### config.mk
export PLATFORM = sky130hd
export DESIGN_NAME = hdmi_pattern_gen
export DESIGN_NICKNAME = d
export VERILOG_FILES = /design/src/rtl/hdmi_pattern_gen.sv
export SDC_FILE = /design/constraint.sdc
export NUM_CORES = 1
export LEC_CHECK = 0
export ABC_AREA = 1
export ABC_CLOCK_PERIOD_IN_PS = 3300
export CAP_MARGIN = 20
export CORE_MARGIN = 2
export CORE_UTILIZATION = 50
export CTS_CLUSTER_SIZE = 28
export DETAILED_ROUTE_END_ITERATION = 8
export PLACE_DENSITY = 0.83
export SYNTH_ARGS = -nofsm -noshare
export SYNTH_HDL_FRONTEND = slang
export SYNTH_SLANG_ARGS = --single-unit
export TNS_END_PERCENT = 10
### constraint.sdc
create_clock -name clk_low -period 3.3 [get_ports clk_low]
set_clock_uncertainty 0.1 [all_clocks]
set_input_delay 0.99 -clock clk_low [delete_from_list [all_inputs] [get_ports clk_low]]
set_output_delay 0.99 -clock clk_low [all_outputs]
set_load 0.05 [all_outputs]
### src/rtl/hdmi_pattern_gen.sv
// Video timing and test-pattern generator for HDMI bring-up.
// Stage p0 is the h/v counter state. Stage p1 is the registered pin state,
// one cycle behind the counters. Patterns: solid, colour bars, gradient,
// checkerboard and scrolling gradient.
module hdmi_pattern_gen #(
   parameter int H_ACTIVE = 640,
   parameter int H_FP     = 16,
   parameter int H_SYNC   = 96,
   parameter int H_BP     = 48,
   parameter int V_ACTIVE = 480,
   parameter int V_FP     = 10,
   parameter int V_SYNC   = 2,
   parameter int V_BP     = 33,
   parameter int HS_POL   = 0,
   parameter int VS_POL   = 0,
   parameter int CW       = 8,
   parameter int CHK_LOG2 = 5
) (
   input  logic          clk_low,
   input  logic          reset_n,
   input  logic          enable,
   input  logic [2:0]    mode,
   input  logic [CW-1:0] solid_r,
   input  logic [CW-1:0] solid_g,
   input  logic [CW-1:0] solid_b,
   output logic          hsync,
   output logic          vsync,
   output logic          de,
   output logic [CW-1:0] red,
   output logic [CW-1:0] green,
   output logic [CW-1:0] blue,
   output logic [15:0]   pix_x,
   output logic [15:0]   pix_y,
   output logic          frame_start,
   output logic [15:0]   frame_cnt
);

   localparam int H_TOTAL = H_ACTIVE + H_FP + H_SYNC + H_BP;
   localparam int V_TOTAL = V_ACTIVE + V_FP + V_SYNC + V_BP;

   localparam logic [15:0] H_ACT   = 16'(H_ACTIVE);
   localparam logic [15:0] H_SS    = 16'(H_ACTIVE + H_FP);
   localparam logic [15:0] H_SE    = 16'(H_ACTIVE + H_FP + H_SYNC);
   localparam logic [15:0] H_LAST  = 16'(H_TOTAL - 1);
   localparam logic [15:0] V_ACT   = 16'(V_ACTIVE);
   localparam logic [15:0] V_SS    = 16'(V_ACTIVE + V_FP);
   localparam logic [15:0] V_SE    = 16'(V_ACTIVE + V_FP + V_SYNC);
   localparam logic [15:0] V_LAST  = 16'(V_TOTAL - 1);
   // Colour bar width; H_ACTIVE must be at least 8.
   localparam logic [15:0] BW_LAST = 16'(H_ACTIVE / 8 - 1);

   localparam logic HS_ACT = (HS_POL != 0);
   localparam logic VS_ACT = (VS_POL != 0);

   // Bar colours left to right: white, yellow, cyan, green, magenta, red, blue, black.
   function automatic logic [3*CW-1:0] bar_colour(input logic [2:0] idx);
      logic [2:0] c;
      case (idx)
         3'd0:    c = 3'b111;
         3'd1:    c = 3'b110;
         3'd2:    c = 3'b011;
         3'd3:    c = 3'b010;
         3'd4:    c = 3'b101;
         3'd5:    c = 3'b100;
         3'd6:    c = 3'b001;
         default: c = 3'b000;
      endcase
      return {{CW{c[2]}}, {CW{c[1]}}, {CW{c[0]}}};
   endfunction

   // Same value on all three channels; the slice is the mod 2^CW wrap.
   function automatic logic [3*CW-1:0] grey(input logic [CW-1:0] v);
      return {3{v}};
   endfunction

   function automatic logic [3*CW-1:0] pattern(
      input logic [2:0]    m,
      input logic [15:0]   x,
      input logic          chk_y,
      input logic [2:0]    bar,
      input logic [15:0]   fc,
      input logic [CW-1:0] sr,
      input logic [CW-1:0] sg,
      input logic [CW-1:0] sb
   );
      logic [15:0] sum;
      sum = x + fc;
      case (m)
         3'd0:    return {sr, sg, sb};
         3'd1:    return bar_colour(bar);
         3'd2:    return grey(x[CW-1:0]);
         3'd3:    return (x[CHK_LOG2] ^ chk_y) ? '0 : '1;
         3'd4:    return grey(sum[CW-1:0]);
         default: return '0;
      endcase
   endfunction

   logic [15:0]   h_cnt_p0, v_cnt_p0, bar_cnt_p0;
   logic [2:0]    bar_idx_p0;
   logic [2:0]    mode_p0;
   logic [CW-1:0] solid_r_p0, solid_g_p0, solid_b_p0;
   logic          h_last_p0, frame_end_p0, vld_p0, hs_p0, vs_p0;
   logic [15:0]   x_p0, y_p0;
   logic [3*CW-1:0] rgb_p0;

   logic          hs_p1, vs_p1, vld_p1, fs_p1;
   logic [15:0]   x_p1, y_p1, fc_p1;
   logic [3*CW-1:0] rgb_p1;

   // Advance the line/frame counters and the bar tracker that follows h_cnt.
   always_ff @(posedge clk_low or negedge reset_n) begin
      if (!reset_n) begin
         h_cnt_p0   <= '0;
         v_cnt_p0   <= '0;
         bar_cnt_p0 <= '0;
         bar_idx_p0 <= '0;
      end else if (!enable) begin
         h_cnt_p0   <= '0;
         v_cnt_p0   <= '0;
         bar_cnt_p0 <= '0;
         bar_idx_p0 <= '0;
      end else begin
         if (h_last_p0) begin
            h_cnt_p0 <= '0;
            v_cnt_p0 <= (v_cnt_p0 == V_LAST) ? '0 : v_cnt_p0 + 16'd1;
         end else begin
            h_cnt_p0 <= h_cnt_p0 + 16'd1;
         end
         if (h_last_p0) begin
            bar_cnt_p0 <= '0;
            bar_idx_p0 <= '0;
         end else if (h_cnt_p0 < H_ACT) begin
            if (bar_cnt_p0 == BW_LAST) begin
               bar_cnt_p0 <= '0;
               if (bar_idx_p0 != 3'd7) bar_idx_p0 <= bar_idx_p0 + 3'd1;
            end else begin
               bar_cnt_p0 <= bar_cnt_p0 + 16'd1;
            end
         end
      end
   end

   // Latch mode and solid colour only between frames so a frame never mixes patterns.
   always_ff @(posedge clk_low or negedge reset_n) begin
      if (!reset_n) begin
         mode_p0    <= '0;
         solid_r_p0 <= '0;
         solid_g_p0 <= '0;
         solid_b_p0 <= '0;
      end else if (!enable || frame_end_p0) begin
         mode_p0    <= mode;
         solid_r_p0 <= solid_r;
         solid_g_p0 <= solid_g;
         solid_b_p0 <= solid_b;
      end
   end

   // Decode regions and compute the pixel colour for the current counter state.
   always_comb begin
      h_last_p0    = (h_cnt_p0 == H_LAST);
      frame_end_p0 = h_last_p0 && (v_cnt_p0 == V_LAST);
      vld_p0       = (h_cnt_p0 < H_ACT) && (v_cnt_p0 < V_ACT);
      hs_p0        = (h_cnt_p0 >= H_SS) && (h_cnt_p0 < H_SE);
      vs_p0        = (v_cnt_p0 >= V_SS) && (v_cnt_p0 < V_SE);
      x_p0         = vld_p0 ? h_cnt_p0 : '0;
      y_p0         = vld_p0 ? v_cnt_p0 : '0;
      rgb_p0       = '0;
      if (vld_p0)
         rgb_p0 = pattern(mode_p0, x_p0, y_p0[CHK_LOG2], bar_idx_p0, fc_p1,
                          solid_r_p0, solid_g_p0, solid_b_p0);
   end

   // ---- stage p0 -> p1: register everything that reaches the pins ----
   // Pin registers: idle values while reset or disabled, else the decoded pixel.
   always_ff @(posedge clk_low or negedge reset_n) begin
      if (!reset_n) begin
         hs_p1  <= ~HS_ACT;
         vs_p1  <= ~VS_ACT;
         vld_p1 <= 1'b0;
         fs_p1  <= 1'b0;
         x_p1   <= '0;
         y_p1   <= '0;
         rgb_p1 <= '0;
      end else if (!enable) begin
         hs_p1  <= ~HS_ACT;
         vs_p1  <= ~VS_ACT;
         vld_p1 <= 1'b0;
         fs_p1  <= 1'b0;
         x_p1   <= '0;
         y_p1   <= '0;
         rgb_p1 <= '0;
      end else begin
         hs_p1  <= hs_p0 ? HS_ACT : ~HS_ACT;
         vs_p1  <= vs_p0 ? VS_ACT : ~VS_ACT;
         vld_p1 <= vld_p0;
         fs_p1  <= (h_cnt_p0 == '0) && (v_cnt_p0 == '0);
         x_p1   <= x_p0;
         y_p1   <= y_p0;
         rgb_p1 <= rgb_p0;
      end
   end

   // Completed-frame count; holds while disabled and wraps naturally at 16 bits.
   always_ff @(posedge clk_low or negedge reset_n) begin
      if (!reset_n)                    fc_p1 <= '0;
      else if (enable && frame_end_p0) fc_p1 <= fc_p1 + 16'd1;
   end

   assign hsync       = hs_p1;
   assign vsync       = vs_p1;
   assign de          = vld_p1;
   assign frame_start = fs_p1;
   assign pix_x       = x_p1;
   assign pix_y       = y_p1;
   assign frame_cnt   = fc_p1;
   assign red         = rgb_p1[3*CW-1:2*CW];
   assign green       = rgb_p1[2*CW-1:CW];
   assign blue        = rgb_p1[CW-1:0];

endmodule

==> summary.txt <==
Hold Violations, Final: 0
IO buf count: 105
drt first pass iters: 5
global route total overflow: 0
CP Capture Type: primary output
Post-CTS Setup Bufs: 0
busiest grt layer: met2
first-pass GRT wire length: 30040 um
clk buf depth: 2
# DRC: 0
cell family with the largest share of critical-path delay: buffers and inverters
Core ar.: 14480 um2
final setup vio count: 0
DR iter-0 viols: 480
Die X: 125.4 um
pre-CTS WS: 0.3014 ns
Mapped Area: 7373 um2
CTS tree: built
Post-synth EDFFs: 0
RSZ-0062 raised after global routing: no
Total GRT Usage: 23.79%
Startpoint Class: register
remaining antenna violation count: 0
final-report max-slew violation count: 0
filler cell count: 1147
number of antenna repair diodes: 0
final worst setup slack: 0.4823 ns
met3 GRT Util: 5.563%
Max VDD drop: 0.3929 mV
crit path max-delay cell type: clkdlybuf4s50_1
HPWL after DPL: 12690 um
sequential element share of the synthesized area: 52.30%
setup_tns: 0 ns
fin nets: 1053
Cell Chain, Critical Path: clkdlybuf4s50_1
outcome: complete, no violations
synthesized flop and latch total: 154
Via density: 5.348
WP buf/inv: 1
IO Pins: 106
Max-slew headroom: 47.10%
Max Freq: 354.9 MHz
Leakage: 0.004658 uW
Critical Path Max Stage Delay: 0.85 ns
largest net degree at the start of global routing: 65
CTS resizes: 0
WL final: 17900 um
Yosys Warn Count: 0
Worst EP required: 2.21 ns
worst skew pair latency: 0.43 ns
period utilization: 85.39%
asr flop ratio synth: 100.0%
vias after detailed routing: 6434
Final Power: 4935 uW
total CTS buffers: 17
vias in the first global route: 6280
Pwr Density: 524.2 nW/um2
Reg clk slew, reported paths: 0.06 ns
H-tree level count: 4
met2 Use GR: 38.00%
layout cells sized above 1: 8.047%
WS Path Type: register to primary output
met1 Track Usage GR: 31.44%
Initial Utilization: 50.92%
count of cell types in the netlist: 43
initial antenna violation count: 0
FP Rows: 44
Synth Flop Type: dfrtp_1
Syn Area/Cell: 8.436 um2
Hold WC Path Type: register to register
Worst-Margin Slew: 0.7882 ns
worst-path maximum fanout: 5
DIE AREA: 15730 um2
Hold Buf Count CTS: 0
Post-Syn Instances: 874
WP data arrival: 1.73 ns
Routed WL per cell: 14.88 um
RePlAce Congestion: 0.9119
P&R area growth vs syn: 27.68%
Vert. Die Dim: 125.4 um
CTS Root Cell: clkbuf_16
max-cap violation count: 0
crit path time final: 2.818 ns
CTS sink count: 154
[kinds of logic (layout without fill, tap and decap cells)]
| logic type | Yosys count | after routing | share of synthesized area (%) |
|---|---|---|---|
| xor gates and xnor gates | 21 | 21 | 2.495 |
| DFF | 154 | 154 | 52.30 |
| AOI/OAI and AO/OA | 105 | 105 | 8.434 |
| buffers and inverters | 147 | 280 | 7.823 |
| adders and majority gates | 17 | 17 | 2.885 |
| other | 1 | 13 | 0.05086 |
| and+or+nand+nor | 429 | 429 | 26.01 |
[worst paths after layout]
| kind | startpoint | end | slack (ns) | cells after the start |
|---|---|---|---|---|
| min in group asynchronous | reset_n | rgb_p1[5] | 0.43 | 1 |
| max in group asynchronous | reset_n | hsync | 1.94 | 2 |
| worst min register to register | h_cnt_p0[0] | h_cnt_p0[0] | 0.37 | 1 |
| worst min-delay path | h_cnt_p0[0] | h_cnt_p0[0] | 0.37 | 1 |
| worst max-delay path | frame_cnt[3] | frame_cnt[3] | 0.48 | 1 |
| worst max register to register | v_cnt_p0[5] | rgb_p1[11] | 0.61 | 16 |
[flip-flops by register name (all words and copies together) (netlist names), 8 cells and up]
register and cells:
solid_g_p0 8, h_cnt_p0 16, rgb_p1 24, bar_cnt_p0 16, solid_b_p0 8, v_cnt_p0 16, solid_r_p0 8, pix_y 16
frame_cnt 16, pix_x 16
[placed cells by master, fill, tap and decap left out, types with 3 or more instances in the layout]
cell type	synthesis	routed
nor3_1	26	26
conb_1	1	13
o22ai_1	6	6
ha_1	17	17
clkdlybuf4s50_1	0	104
nor4_1	3	3
nor3_2	4	4
nand2_1	210	210
nand3b_1	6	6
nor2_2	4	4
nand3_1	70	70
clkbuf_16	0	17
nand4_1	11	11
inv_1	116	116
dfrtp_1	152	152
xnor2_1	6	6
a31oi_1	5	5
a21oi_1	38	38
bufinv_16	0	6
o21ai_0	32	32
nor2_4	3	3
xor2_1	15	15
a211oi_1	6	6
a22oi_1	4	4
nor2_1	84	84
inv_2	13	13
buf_4	4	12
clkinv_2	0	3
[synthesized netlist by cell type, types with 3 or more instances]
| master | count | area share, % |
|---|---|---|
| dfrtp_1 | 152 | 52 |
| a21oi_1 | 38 | 2.6 |
| inv_1 | 116 | 5.9 |
| nand2_1 | 210 | 11 |
| nor4_1 | 3 | 0.25 |
| nand4_1 | 11 | 0.93 |
| xnor2_1 | 6 | 0.71 |
| nand3_1 | 70 | 4.8 |
| a22oi_1 | 4 | 0.41 |
| nor2_1 | 84 | 4.3 |
| xor2_1 | 15 | 1.8 |
| nor3_2 | 4 | 0.54 |
| nand3b_1 | 6 | 0.61 |
| ha_1 | 17 | 2.9 |
| a31oi_1 | 5 | 0.42 |
| o22ai_1 | 6 | 0.51 |
| nor2_4 | 3 | 0.46 |
| nor2_2 | 4 | 0.34 |
| buf_4 | 4 | 0.41 |
| clkbuf_1 | 6 | 0.31 |
| a211oi_1 | 6 | 0.61 |
| inv_2 | 13 | 0.66 |
| nor3_1 | 26 | 1.8 |
| o21ai_0 | 32 | 2.2 |
| buf_2 | 8 | 0.54 |
[final cells by class]
type	instances	area, um2	share of cell area [%]
sequential	154	3856	40.96
multi-input combinational	585	2985	31.71
timing repair buffer	119	1182	12.56
inverter	129	484.2	5.144
clock buffer	20	456.7	4.851
tap	184	230.2	2.446
clock inverter	12	219.0	2.326
[through the flow]
stage | std cells | cell area, um2 | hold slack (ns) | util (%)
global route | 1203 | 9414 | 0.3844 | 65.02
floorplan | 886 | 7418 | 0.3322 | -
finish | 1203 | 9414 | 0.3693 | 65.02
detailed placement | 1171 | 8738 | 0.3589 | 60.35
global placement | 1171 | 8738 | 0.3539 | 60.35
CTS | 1203 | 9414 | 0.3693 | 65.02
[where the power goes]
part           switching, uW  leakage [uW]  internal [uW]
logic                    455       0.00229            224
registers               57.0       0.00204           1990
clock network            758      0.000326           1450
total                   1270       0.00466           3670
[routing by layer]
metal	share of wire [%]	wire, um
met1	43	7679
met2	49	8818
met3	6.2	1110
met4	1.6	287
met5	0	0
(Power assumes the default switching activity.)
